### config.mk
export PLATFORM = sky130hd
export DESIGN_NAME = multdiv_seq_flat
export DESIGN_NICKNAME = d
export VERILOG_FILES = /design/src/rtl/multdiv_seq_pkg.sv /design/src/rtl/multdiv_seq_if.sv /design/src/rtl/csa_32bit.sv /design/src/rtl/multdiv_seq_ctrl.sv /design/src/rtl/multdiv_seq.sv /design/src/flat_wrapper.sv
export SDC_FILE = /design/constraint.sdc
export NUM_CORES = 1
export LEC_CHECK = 0
export BUFFER_PORTS_ARGS = -buffer_cell sky130_fd_sc_hd__buf_4
export CAP_MARGIN = 25
export CORE_MARGIN = 2
export CORE_UTILIZATION = 40
export CTS_BUF_LIST = sky130_fd_sc_hd__clkbuf_8 sky130_fd_sc_hd__clkbuf_16
export DETAILED_ROUTE_END_ITERATION = 12
export GPL_TIMING_DRIVEN = 0
export HOLD_SLACK_MARGIN = 0.03
export SLEW_MARGIN = 10
export SYNTH_ARGS = -nofsm -noshare
export SYNTH_HDL_FRONTEND = slang
export SYNTH_SLANG_ARGS = --single-unit
### constraint.sdc
create_clock -name clock -period 6 [get_ports clock]
set_input_delay 1.2 -clock clock [delete_from_list [all_inputs] [get_ports clock]]
set_output_delay 1.2 -clock clock [all_outputs]
set_load 0.02 [all_outputs]
### src/rtl/multdiv_seq_pkg.sv
// rtl/multdiv_seq_pkg.sv - shared widths, state encoding and helpers for the multiply/divide unit
package multdiv_defs;

  localparam int WIDTH = 32;
  localparam int ITER  = WIDTH;
  localparam logic [5:0] LAST_CNT = 6'(ITER - 1);

  typedef enum logic [1:0] {
    S_IDLE = 2'd0,
    S_MUL  = 2'd1,
    S_DIV  = 2'd2,
    S_DONE = 2'd3
  } state_t;

  function automatic logic [WIDTH-1:0] magnitude(input logic [WIDTH-1:0] v);
    return v[WIDTH-1] ? (~v + WIDTH'(1)) : v;
  endfunction

endpackage

### src/rtl/multdiv_seq_if.sv
// rtl/multdiv_seq_if.sv - operand/start/result bundle between execute stage and multiply/divide unit
interface multdiv_seq_if;
  import multdiv_defs::*;

  logic [WIDTH-1:0] data_operandA;
  logic [WIDTH-1:0] data_operandB;
  logic             ctrl_MULT;
  logic             ctrl_DIV;
  logic [WIDTH-1:0] data_result;
  logic             data_exception;
  logic             data_resultRDY;

  modport master (
    output data_operandA, data_operandB, ctrl_MULT, ctrl_DIV,
    input  data_result, data_exception, data_resultRDY
  );

  modport slave (
    input  data_operandA, data_operandB, ctrl_MULT, ctrl_DIV,
    output data_result, data_exception, data_resultRDY
  );

endinterface

### src/rtl/csa_32bit.sv
// rtl/csa_32bit.sv - 32-bit carry-select adder with carry in/out
module csa_32bit (
  input  logic [31:0] i_a,
  input  logic [31:0] i_b,
  input  logic        i_cin,
  output logic [31:0] o_sum,
  output logic        o_cout
);

  logic [16:0] w_lo;
  logic [16:0] w_hi0;
  logic [16:0] w_hi1;

  assign w_lo  = {1'b0, i_a[15:0]} + {1'b0, i_b[15:0]} + {16'd0, i_cin};
  assign w_hi0 = {1'b0, i_a[31:16]} + {1'b0, i_b[31:16]};
  assign w_hi1 = {1'b0, i_a[31:16]} + {1'b0, i_b[31:16]} + 17'd1;

  assign o_sum[15:0]           = w_lo[15:0];
  assign {o_cout, o_sum[31:16]} = w_lo[16] ? w_hi1 : w_hi0;

endmodule

### src/rtl/multdiv_seq_ctrl.sv
// rtl/multdiv_seq_ctrl.sv - sequencing FSM and iteration counter for the multiply/divide unit
module multdiv_ctrl
  import multdiv_defs::*;
(
  input  logic clock,
  input  logic reset,
  input  logic i_start_mul,
  input  logic i_start_div,
  output logic o_busy,
  output logic o_done
);

  state_t     r_state;
  logic [5:0] r_cnt;

  // A new start always wins, so an operation in flight is dropped without a DONE.
  always_ff @(posedge clock or negedge reset) begin
    if (!reset) begin
      r_state <= S_IDLE;
      r_cnt   <= 6'd0;
    end else if (i_start_mul) begin
      r_state <= S_MUL;
      r_cnt   <= 6'd0;
    end else if (i_start_div) begin
      r_state <= S_DIV;
      r_cnt   <= 6'd0;
    end else begin
      case (r_state)
        S_MUL, S_DIV: begin
          r_cnt <= r_cnt + 6'd1;
          if (r_cnt == LAST_CNT) r_state <= S_DONE;
        end
        S_DONE:  r_state <= S_IDLE;
        default: r_state <= S_IDLE;
      endcase
    end
  end

  assign o_busy = (r_state == S_MUL) || (r_state == S_DIV);
  assign o_done = (r_state == S_DONE);

endmodule

### src/rtl/multdiv_seq.sv
// rtl/multdiv_seq.sv - multi-cycle signed 32-bit shift-add multiplier / restoring divider
module multdiv_seq
  import multdiv_defs::*;
(
  input  logic          clock,
  input  logic          reset,
  multdiv_seq_if.slave  bus
);

  logic             w_start;
  logic             w_start_div;
  logic             w_busy;
  logic             w_done;

  logic             r_is_mul;
  logic             r_neg;
  logic             r_divz;
  logic [WIDTH-1:0] r_opb;
  logic [WIDTH-1:0] r_acc;
  logic [WIDTH-1:0] r_lo;
  logic [WIDTH-1:0] r_result;
  logic             r_exc;
  logic             r_rdy;

  logic [WIDTH-1:0] w_add_a;
  logic [WIDTH-1:0] w_add_b;
  logic [WIDTH-1:0] w_sum;
  logic             w_cout;
  logic             w_no_borrow;
  logic [WIDTH-1:0] w_acc_next;
  logic [WIDTH-1:0] w_lo_next;

  logic [2*WIDTH-1:0] w_prod;
  logic [2*WIDTH-1:0] w_prod_s;
  logic [WIDTH-1:0]   w_quot_s;
  logic               w_mul_exc;
  logic [WIDTH-1:0]   w_fin_res;
  logic               w_fin_exc;

  assign w_start     = bus.ctrl_MULT | bus.ctrl_DIV;
  assign w_start_div = bus.ctrl_DIV & ~bus.ctrl_MULT;

  multdiv_ctrl u_ctrl (
    .clock       (clock),
    .reset       (reset),
    .i_start_mul (bus.ctrl_MULT),
    .i_start_div (w_start_div),
    .o_busy      (w_busy),
    .o_done      (w_done)
  );

  // MUL: acc += multiplicand when lo[0]; DIV: trial subtract of divisor from shifted remainder.
  assign w_add_a = r_is_mul ? r_acc : {r_acc[WIDTH-2:0], r_lo[WIDTH-1]};
  assign w_add_b = r_is_mul ? (r_lo[0] ? r_opb : '0) : ~r_opb;

  csa_32bit u_add (
    .i_a    (w_add_a),
    .i_b    (w_add_b),
    .i_cin  (~r_is_mul),
    .o_sum  (w_sum),
    .o_cout (w_cout)
  );

  // Shifted remainder is 33 bits; its top bit is acc[31], so no borrow if that or the carry is set.
  assign w_no_borrow = r_acc[WIDTH-1] | w_cout;

  always_comb begin
    w_acc_next = r_acc;
    w_lo_next  = r_lo;
    if (r_is_mul) begin
      w_acc_next = {w_cout, w_sum[WIDTH-1:1]};
      w_lo_next  = {w_sum[0], r_lo[WIDTH-1:1]};
    end else begin
      w_acc_next = w_no_borrow ? w_sum : w_add_a;
      w_lo_next  = {r_lo[WIDTH-2:0], w_no_borrow};
    end
  end

  assign w_prod    = {r_acc, r_lo};
  assign w_prod_s  = r_neg ? (~w_prod + 64'd1) : w_prod;
  assign w_quot_s  = r_neg ? (~r_lo + WIDTH'(1)) : r_lo;
  assign w_mul_exc = ~((&w_prod_s[2*WIDTH-1:WIDTH-1]) | ~(|w_prod_s[2*WIDTH-1:WIDTH-1]));

  // A positive quotient with bit 31 set can only come from 0x80000000 / -1.
  assign w_fin_res = r_is_mul ? w_prod_s[WIDTH-1:0] : (r_divz ? '0 : w_quot_s);
  assign w_fin_exc = r_is_mul ? w_mul_exc : (r_divz | (~r_neg & r_lo[WIDTH-1]));

  always_ff @(posedge clock or negedge reset) begin
    if (!reset) begin
      r_is_mul <= 1'b0;
      r_neg    <= 1'b0;
      r_divz   <= 1'b0;
      r_opb    <= '0;
      r_acc    <= '0;
      r_lo     <= '0;
      r_result <= '0;
      r_exc    <= 1'b0;
      r_rdy    <= 1'b0;
    end else begin
      r_rdy <= w_done;
      if (w_done) begin
        r_result <= w_fin_res;
        r_exc    <= w_fin_exc;
      end
      if (w_start) begin
        r_is_mul <= bus.ctrl_MULT;
        r_neg    <= bus.data_operandA[WIDTH-1] ^ bus.data_operandB[WIDTH-1];
        r_divz   <= (bus.data_operandB == '0);
        r_opb    <= magnitude(bus.data_operandB);
        r_lo     <= magnitude(bus.data_operandA);
        r_acc    <= '0;
      end else if (w_busy) begin
        r_acc <= w_acc_next;
        r_lo  <= w_lo_next;
      end
    end
  end

  assign bus.data_result    = r_result;
  assign bus.data_exception = r_exc;
  assign bus.data_resultRDY = r_rdy;

endmodule

### src/flat_wrapper.sv
// flat-port wrapper written by rule: the top's interface ports become plain ports
module multdiv_seq_flat import multdiv_defs::*;
  (clock, reset, bus_data_operandA, bus_data_operandB, bus_ctrl_MULT, bus_ctrl_DIV, bus_data_result, bus_data_exception, bus_data_resultRDY);
  multdiv_seq_if bus_i ();
  input  logic clock;
  input  logic reset;
  input wire logic [$bits(bus_i.data_operandA)-1:0] bus_data_operandA;
  input wire logic [$bits(bus_i.data_operandB)-1:0] bus_data_operandB;
  input wire logic [$bits(bus_i.ctrl_MULT)-1:0] bus_ctrl_MULT;
  input wire logic [$bits(bus_i.ctrl_DIV)-1:0] bus_ctrl_DIV;
  output wire logic [$bits(bus_i.data_result)-1:0] bus_data_result;
  output wire logic [$bits(bus_i.data_exception)-1:0] bus_data_exception;
  output wire logic [$bits(bus_i.data_resultRDY)-1:0] bus_data_resultRDY;
  assign bus_i.data_operandA = bus_data_operandA;
  assign bus_i.data_operandB = bus_data_operandB;
  assign bus_i.ctrl_MULT = bus_ctrl_MULT;
  assign bus_i.ctrl_DIV = bus_ctrl_DIV;
  assign bus_data_result = bus_i.data_result;
  assign bus_data_exception = bus_i.data_exception;
  assign bus_data_resultRDY = bus_i.data_resultRDY;
  multdiv_seq u_core (.clock(clock), .reset(reset), .bus(bus_i));
endmodule
==> reports/qor.csv, run 1 <==
metric,value,unit
Global Route Usage Sum,0.257,
root buf cell,clkbuf_16,
Leak,6.01,nW
final wirelength,42400,um
H-tree levels,4,
"count leader, synth",nand2_1,
Worst Hold Class,reg2reg,
initial antenna violation count,0,
post-synthesis sequential area ratio,0.280,
period utilisation layout,0.962,
die height,181,um
global route overflow,0,
largest family of logic cells by synthesized area,compound AO/OA/AOI/OAI gates,
Compound-Gate Fraction of Synth Area,0.252,
Int Power,2.23,mW
Worst-Margin Slew,1.00,ns
clock buffer depth,2,
flop2flop setup slack,0.23,ns
DR pass1 iterations,5,
Non-Filler Instances,2110,
mux contribution to synthesized area,0.0569,
number of max-cap violations,0,
Main synth FF type,dfrtp_1,
Syn Inst Count,1580,
switching part of the total,0.409,
"Setup violations, final",0,
post-synthesis simple-gate area fraction,0.199,
#FFs+latches synth,141,
Critical Path End Type,flop,
YS warnings,0,
Die Area,32900,um^2
pwr/cell area,260,nW/um^2
VDD IR-drop max,0.201,mV
Worst Setup Start Kind,flop,
Fmax achieved,173,MHz
synthesized area,12600,um^2
port buffer count,101,
setup ws final,0.229,ns
Final #Nets,1810,
per-cell routed wire length,20.1,um
CTS tree,built,
ant diodes,0,
RSZ-0062 raised after global routing,false,
min Tclk post-route,5.77,ns
CTS sink count,141,
initial DRC count,1184,
Clock Skews,0.0143,ns
P&R area growth vs syn,15.2,%
Cell Rows,64,
Placed Cells,2078,
ys async rst share,1.00,
critical path class,reg2reg,
largest net degree at the start of global routing,77,
Post-synth top cells,"181 x nand2_1, 166 x o21ai_0, 141 x dfrtp_1, 115 x xor2_1, 102 x clkbuf_1",
Worst-Skew Late Latency,0.45,ns
"Net Count, Synth",1689,
"Hold-fix buffers, CTS",0,
first-pass GRT wire length,67600,um
count of cell types in the netlist,74,
gpl congestion,0.929,
CORE AREA,30800,um^2
Starting Density,0.409,
xor/xnor cell area share of the yosys netlist,0.108,
synthesized-area fraction occupied by adder cells,0.0425,
crit-path max FO,10,
top post-synthesis cells by area,"dfrtp_1 28%, xor2_1 8.0%, o21ai_0 6.6%",
average instance area after synthesis,7.98,um^2
CTS Buf Count,17,
final hold viol count,0,
Worst-path clk slew,0.07,ns
Final ANT Viol Nets,0,
DR vias/cell,5.99,
Synth top area share,0.280,
setup bufs post-CTS,0,
Worst EP arrival,6.10,ns
Clk pwr share,0.283,
fillcell total,3054,
Post-synth EDFFs,0,
NetSw,1.54,mW
DRC,0,
post-synth top area cell,dfrtp_1,
Slew headroom,0.325,
combinational share of power,0.396,
vias in the first global route,12300,
outcome,completed,
Slew Limit Fails,0,
pre-CTS WS,-0.749,ns
DIE WIDTH,181,um
Via Count,12600,
io pins,102,
Seq pwr share,0.320,
layout cell share with drive strength beyond 1,0.120,
Final HPWL DP,32500,um
Crit path required time,6.33,ns
sequential cells by signal, indices dropped and copies added, names as in the netlist:
signal,flops
u_core.r_opb,32
u_core.r_neg,1
u_core.bus.data_result,32
u_core.bus.data_resultRDY,1
u_core.bus.data_exception,1
u_core.u_ctrl.r_cnt,6
u_core.r_is_mul,1
u_core.r_acc,32
u_core.r_lo,32
u_core.r_divz,1
u_core.u_ctrl.r_state,2
per-stage QoR:
stage | hold slack (ns) | power (mW) | utilization | cell area (um^2) | TNS (ns)
finish | 0.495 | 3.77 | 0.471 | 14500 | 0
global route | 0.546 | 3.98 | 0.471 | 14500 | 0
CTS | 0.503 | 3.75 | 0.470 | 14500 | 0
detailed placement | 0.490 | 2.69 | 0.451 | 13900 | -20.13
global placement | 0.472 | 2.66 | 0.449 | 13900 | -15.78
floorplan | 0.455 | 2.18 | - | 12600 | 0
cells by family (layout without fill, tap and decap cells):
| group | count (synthesis) | after routing |
|---|---|---|
| XOR/XNOR | 156 | 156 |
| buffers and inverters | 195 | 329 |
| flip-flops | 141 | 141 |
| AO/OA/AOI/OAI | 483 | 483 |
| multiplexers | 68 | 68 |
| AND/OR/NAND/NOR | 496 | 496 |
| adder cells (fa/ha/maj) | 41 | 41 |
metal layers:
metal | track usage | vias up | share of wire
li1 | - | 6085 | -
met1 | 0.331 | 6006 | 0.44
met2 | 0.437 | 469 | 0.47
met3 | 0.0369 | 89 | 0.054
met4 | 0.101 | 0 | 0.035
met5 | 0 | - | 0
worst paths after layout:
check	start	to	depth (start not counted)
setup / recovery	u_core.r_is_mul$_DFFE_PN0N_	u_core.r_acc[25]$_DFFE_PN0P_	16
hold reg to reg	u_core.r_opb[8]$_DFFE_PN0N_	u_core.r_opb[8]$_DFFE_PN0N_	2
setup reg to reg	u_core.r_is_mul$_DFFE_PN0N_	u_core.r_acc[25]$_DFFE_PN0P_	16
max in group asynchronous	reset	u_core.r_opb[31]$_DFFE_PN0N_	2
min in group asynchronous	reset	u_core.bus.data_result[10]$_DFFE_PN0P_	1
hold / removal	u_core.r_opb[8]$_DFFE_PN0N_	u_core.r_opb[8]$_DFFE_PN0N_	2
cell type report:
| cell class | count | area, um^2 | share of cell area |
|---|---|---|---|
| Buffer | 131 | 529 | 0.0365 |
| Multi-Input combinational cell | 1244 | 8360 | 0.576 |
| Clock buffer | 17 | 425 | 0.0293 |
| Inverter | 64 | 240 | 0.0166 |
| Tap cell | 396 | 495 | 0.0341 |
| Timing Repair Buffer | 102 | 793 | 0.0547 |
| Clock inverter | 15 | 139 | 0.00957 |
| Sequential cell | 141 | 3530 | 0.243 |
placed cells by master (no fill, tap or decap), types with 8 or more instances in the layout:
cell type / synthesis / final
a211oi_1: 36 / 35
a21o_1: 11 / 11
a21oi_1: 48 / 48
buf_1: 15 / 13
buf_2: 12 / 13
buf_4: 0 / 100
clkbuf_1: 102 / 98
clkbuf_16: 0 / 17
dfrtp_1: 141 / 141
ha_1: 38 / 38
inv_1: 63 / 65
mux2_2: 29 / 29
mux2i_1: 39 / 39
nand2_1: 181 / 181
nand2b_1: 15 / 15
nand3_1: 35 / 35
nand4_1: 15 / 15
nor2_1: 71 / 70
nor2b_1: 15 / 15
nor3_1: 28 / 28
nor4_1: 38 / 37
o211ai_1: 50 / 50
o21ai_0: 166 / 166
o221ai_1: 20 / 20
o22ai_1: 38 / 38
o31ai_1: 33 / 33
o41ai_1: 23 / 23
or2_2: 8 / 8
or3_1: 25 / 25
or4_1: 25 / 25
xnor2_1: 41 / 41
xor2_1: 115 / 115
power by group through the flow:
stage          logic (mW)  clock network (mW)  registers, mW
6_report             1.49                1.07           1.21
5_1_grt              1.64                1.12           1.23
4_1_cts              1.47                1.07           1.21
3_5_place_dp         1.46                   0           1.22
3_3_place_gp         1.45                   0           1.22
2_1_floorplan       0.902                   0           1.28
worst max-delay path, stage by stage, from the launching register on:
cell and delay [ns]:
dfrtp_1 0.45, clkbuf_2 0.33, clkbuf_1 0.43, buf_2 0.38
mux2_2 0.39, ha_1 0.27, a211o_1 0.38, a2111oi_2 0.50
o211ai_1 0.23, a211o_1 0.34, nor4_4 0.47, and2_1 0.26
and4b_1 0.20, clkbuf_1 0.28, buf_2 0.32, nor4_1 0.09
a211oi_1 0.32
timing repair:
item | 4_1_cts | 5_1_grt
hold endpoints to repair | 0 | 0
setup endpoints to repair | 33 | 30
resized for setup | 7 | 9
(Power assumes the default switching activity.)
==> run 2: changes to the inputs <==
Settings changed: CORE_ASPECT_RATIO set to 2, CORE_UTILIZATION 40 to 49, PLACE_DENSITY set to 0.67.
==> reports/qor.csv, run 2 (synthesis results as in run 1) <==
metric,value,unit
"commonest non-fill, non-tap cell in the layout",nand2_1,
Final Cell Area,14500,um^2
Leak,6.03,nW
pre-CTS WS,-0.820,ns
initial antenna violation count,0,
Critical-path top delay cell,nor4_4,
first-pass GRT wire length,68800,um
Via Count,13000,
period utilisation layout,0.952,
Slew headroom,0.441,
layout cell share with drive strength beyond 1,0.125,
root buf cell,clkbuf_16,
CTS Buf Count,17,
global route overflow,0,
Critical Path Most Common Cell,clkbuf_2,
P&R area growth vs syn,14.8,%
"commonest non-fill, non-tap cells in the layout","181 x nand2_1, 166 x o21ai_0, 141 x dfrtp_1",
CP Cell Sequence,"clkbuf_2, clkbuf_2, clkbuf_2, o21ai_0, ha_1, clkbuf_1, or2_2, o221ai_1, a21boi_0, o31ai_1, nand3_1, nor4_4, nand3_1, a21oi_2, buf_2, a211oi_1",
Worst-Skew Late Latency,0.46,ns
Worst EP arrival,6.03,ns
die height,231,um
Setup TNS,0,ns
Fmax achieved,175,MHz
largest net degree at the start of global routing,86,
Die Area,27100,um^2
crit-path max FO,10,
DR pass1 iterations,8,
Final ANT Viol Nets,0,
Global Route Usage Sum,0.322,
Final HPWL DP,33800,um
vias in the first global route,12600,
Hold WS,0.500,ns
Cell Rows,83,
"Hold-fix buffers, CTS",0,
CTS tree,built,
max incr delay on CP,0.48,ns
io pins,102,
pwr/cell area,260,nW/um^2
outcome,completed,
DP Area,13800,um^2
critical path class,reg2reg,
gpl congestion,0.926,
Worst-Margin Slew,0.839,ns
clock buffer depth,2,
initial DRC count,1064,
H-tree levels,4,
Worst-path clk slew,0.06,ns
min Tclk post-route,5.71,ns
Tot Pwr,3.76,mW
Worst Hold Class,reg2reg,
Crit path required time,6.32,ns
"CP delay by family, top",compound AO/OA/AOI/OAI gates,
Bufs and invs on worst path,5,
DIE WIDTH,117,um
"Setup violations, final",0,
Starting Density,0.495,
final hold viol count,0,
Worst Setup Start Kind,flop,
CTS sink count,141,
ant diodes,0,
number of max-cap violations,0,
final wirelength,43700,um
Clock Skews,0.0109,ns
VDD IR-drop max,0.196,mV
Non-Filler Instances,2058,
DR vias/cell,6.31,
DRC,0,
final core occ,0.568,
CORE AREA,25400,um^2
Placed Cells,2022,
per-cell routed wire length,21.2,um
RSZ-0062 raised after global routing,false,
Critical Path End Type,flop,
port buffer count,101,
setup ws final,0.290,ns
Slew Limit Fails,0,
Final #Nets,1814,
## run 2: changes by cell type in the layout (fill, tap and decap cells not counted), sizes merged
cell,change
buf,+5
inv,-6
clkinv,+4
bufinv,-1
clkbuf,+2
## run 2: cell type report
type | count | area (um^2)
clock inverter | 12 | 88.8
buffer | 131 | 531
tap | 340 | 425
fill | 2430 | 11000
sequential | 141 | 3530
inverter | 64 | 244
timing repair buffer | 106 | 823
multi-input combinational | 1244 | 8350
clock buffer | 20 | 467
## run 2: worst reg2reg max path: cells and delay by family, from the launching register on
family | cells | cell delay [ns]
DFF | 1 | 0.46
buffers and inverters | 5 | 1.63
and+or+nand+nor | 4 | 1.36
adders and majority gates | 1 | 0.26
AOI/OAI and AO/OA | 6 | 1.86
## run 2: power breakdown
group	switching [mW]	total, mW	internal (mW)	leakage (nW)
Sequential	0.127	1.22	1.09	1.77
Combinational	0.952	1.51	0.558	4.00
Clock	0.466	1.03	0.562	0.265
## run 2: path summary, 6_finish.rpt
path / start / end / slack, ns / cells after the start
worst max-delay path: u_core.r_is_mul$_DFFE_PN0N_ / u_core.r_acc[20]$_DFFE_PN0P_ / 0.29 / 16
worst min-delay path: u_core.r_opb[19]$_DFFE_PN0N_ / u_core.r_opb[19]$_DFFE_PN0N_ / 0.50 / 2
worst max register to register: u_core.r_is_mul$_DFFE_PN0N_ / u_core.r_acc[20]$_DFFE_PN0P_ / 0.29 / 16
worst min register to register: u_core.r_opb[19]$_DFFE_PN0N_ / u_core.r_opb[19]$_DFFE_PN0N_ / 0.50 / 2
max in group asynchronous: reset / u_core.r_opb[26]$_DFFE_PN0N_ / 4.51 / 2
min in group asynchronous: reset / u_core.bus.data_result[20]$_DFFE_PN0P_ / 0.65 / 1
## run 2: timing repair
| item | CTS | global route |
|---|---|---|
| gates resized for setup | 8 | 10 |
| setup buffers | 0 | 4 |
| cloned | 0 | 0 |
| setup endpoints to repair | 33 | 31 |
| pin swaps | 0 | 1 |
## run 2: metal layers
| metal | vias up | part of all wire | GRT usage |
|---|---|---|---|
| met5 | - | 0 | 0 |
| met4 | 0 | 0.052 | 0.176 |
| met3 | 105 | 0.059 | 0.0573 |
| met2 | 487 | 0.47 | 0.520 |
| met1 | 6301 | 0.42 | 0.407 |
| li1 | 6092 | - | - |
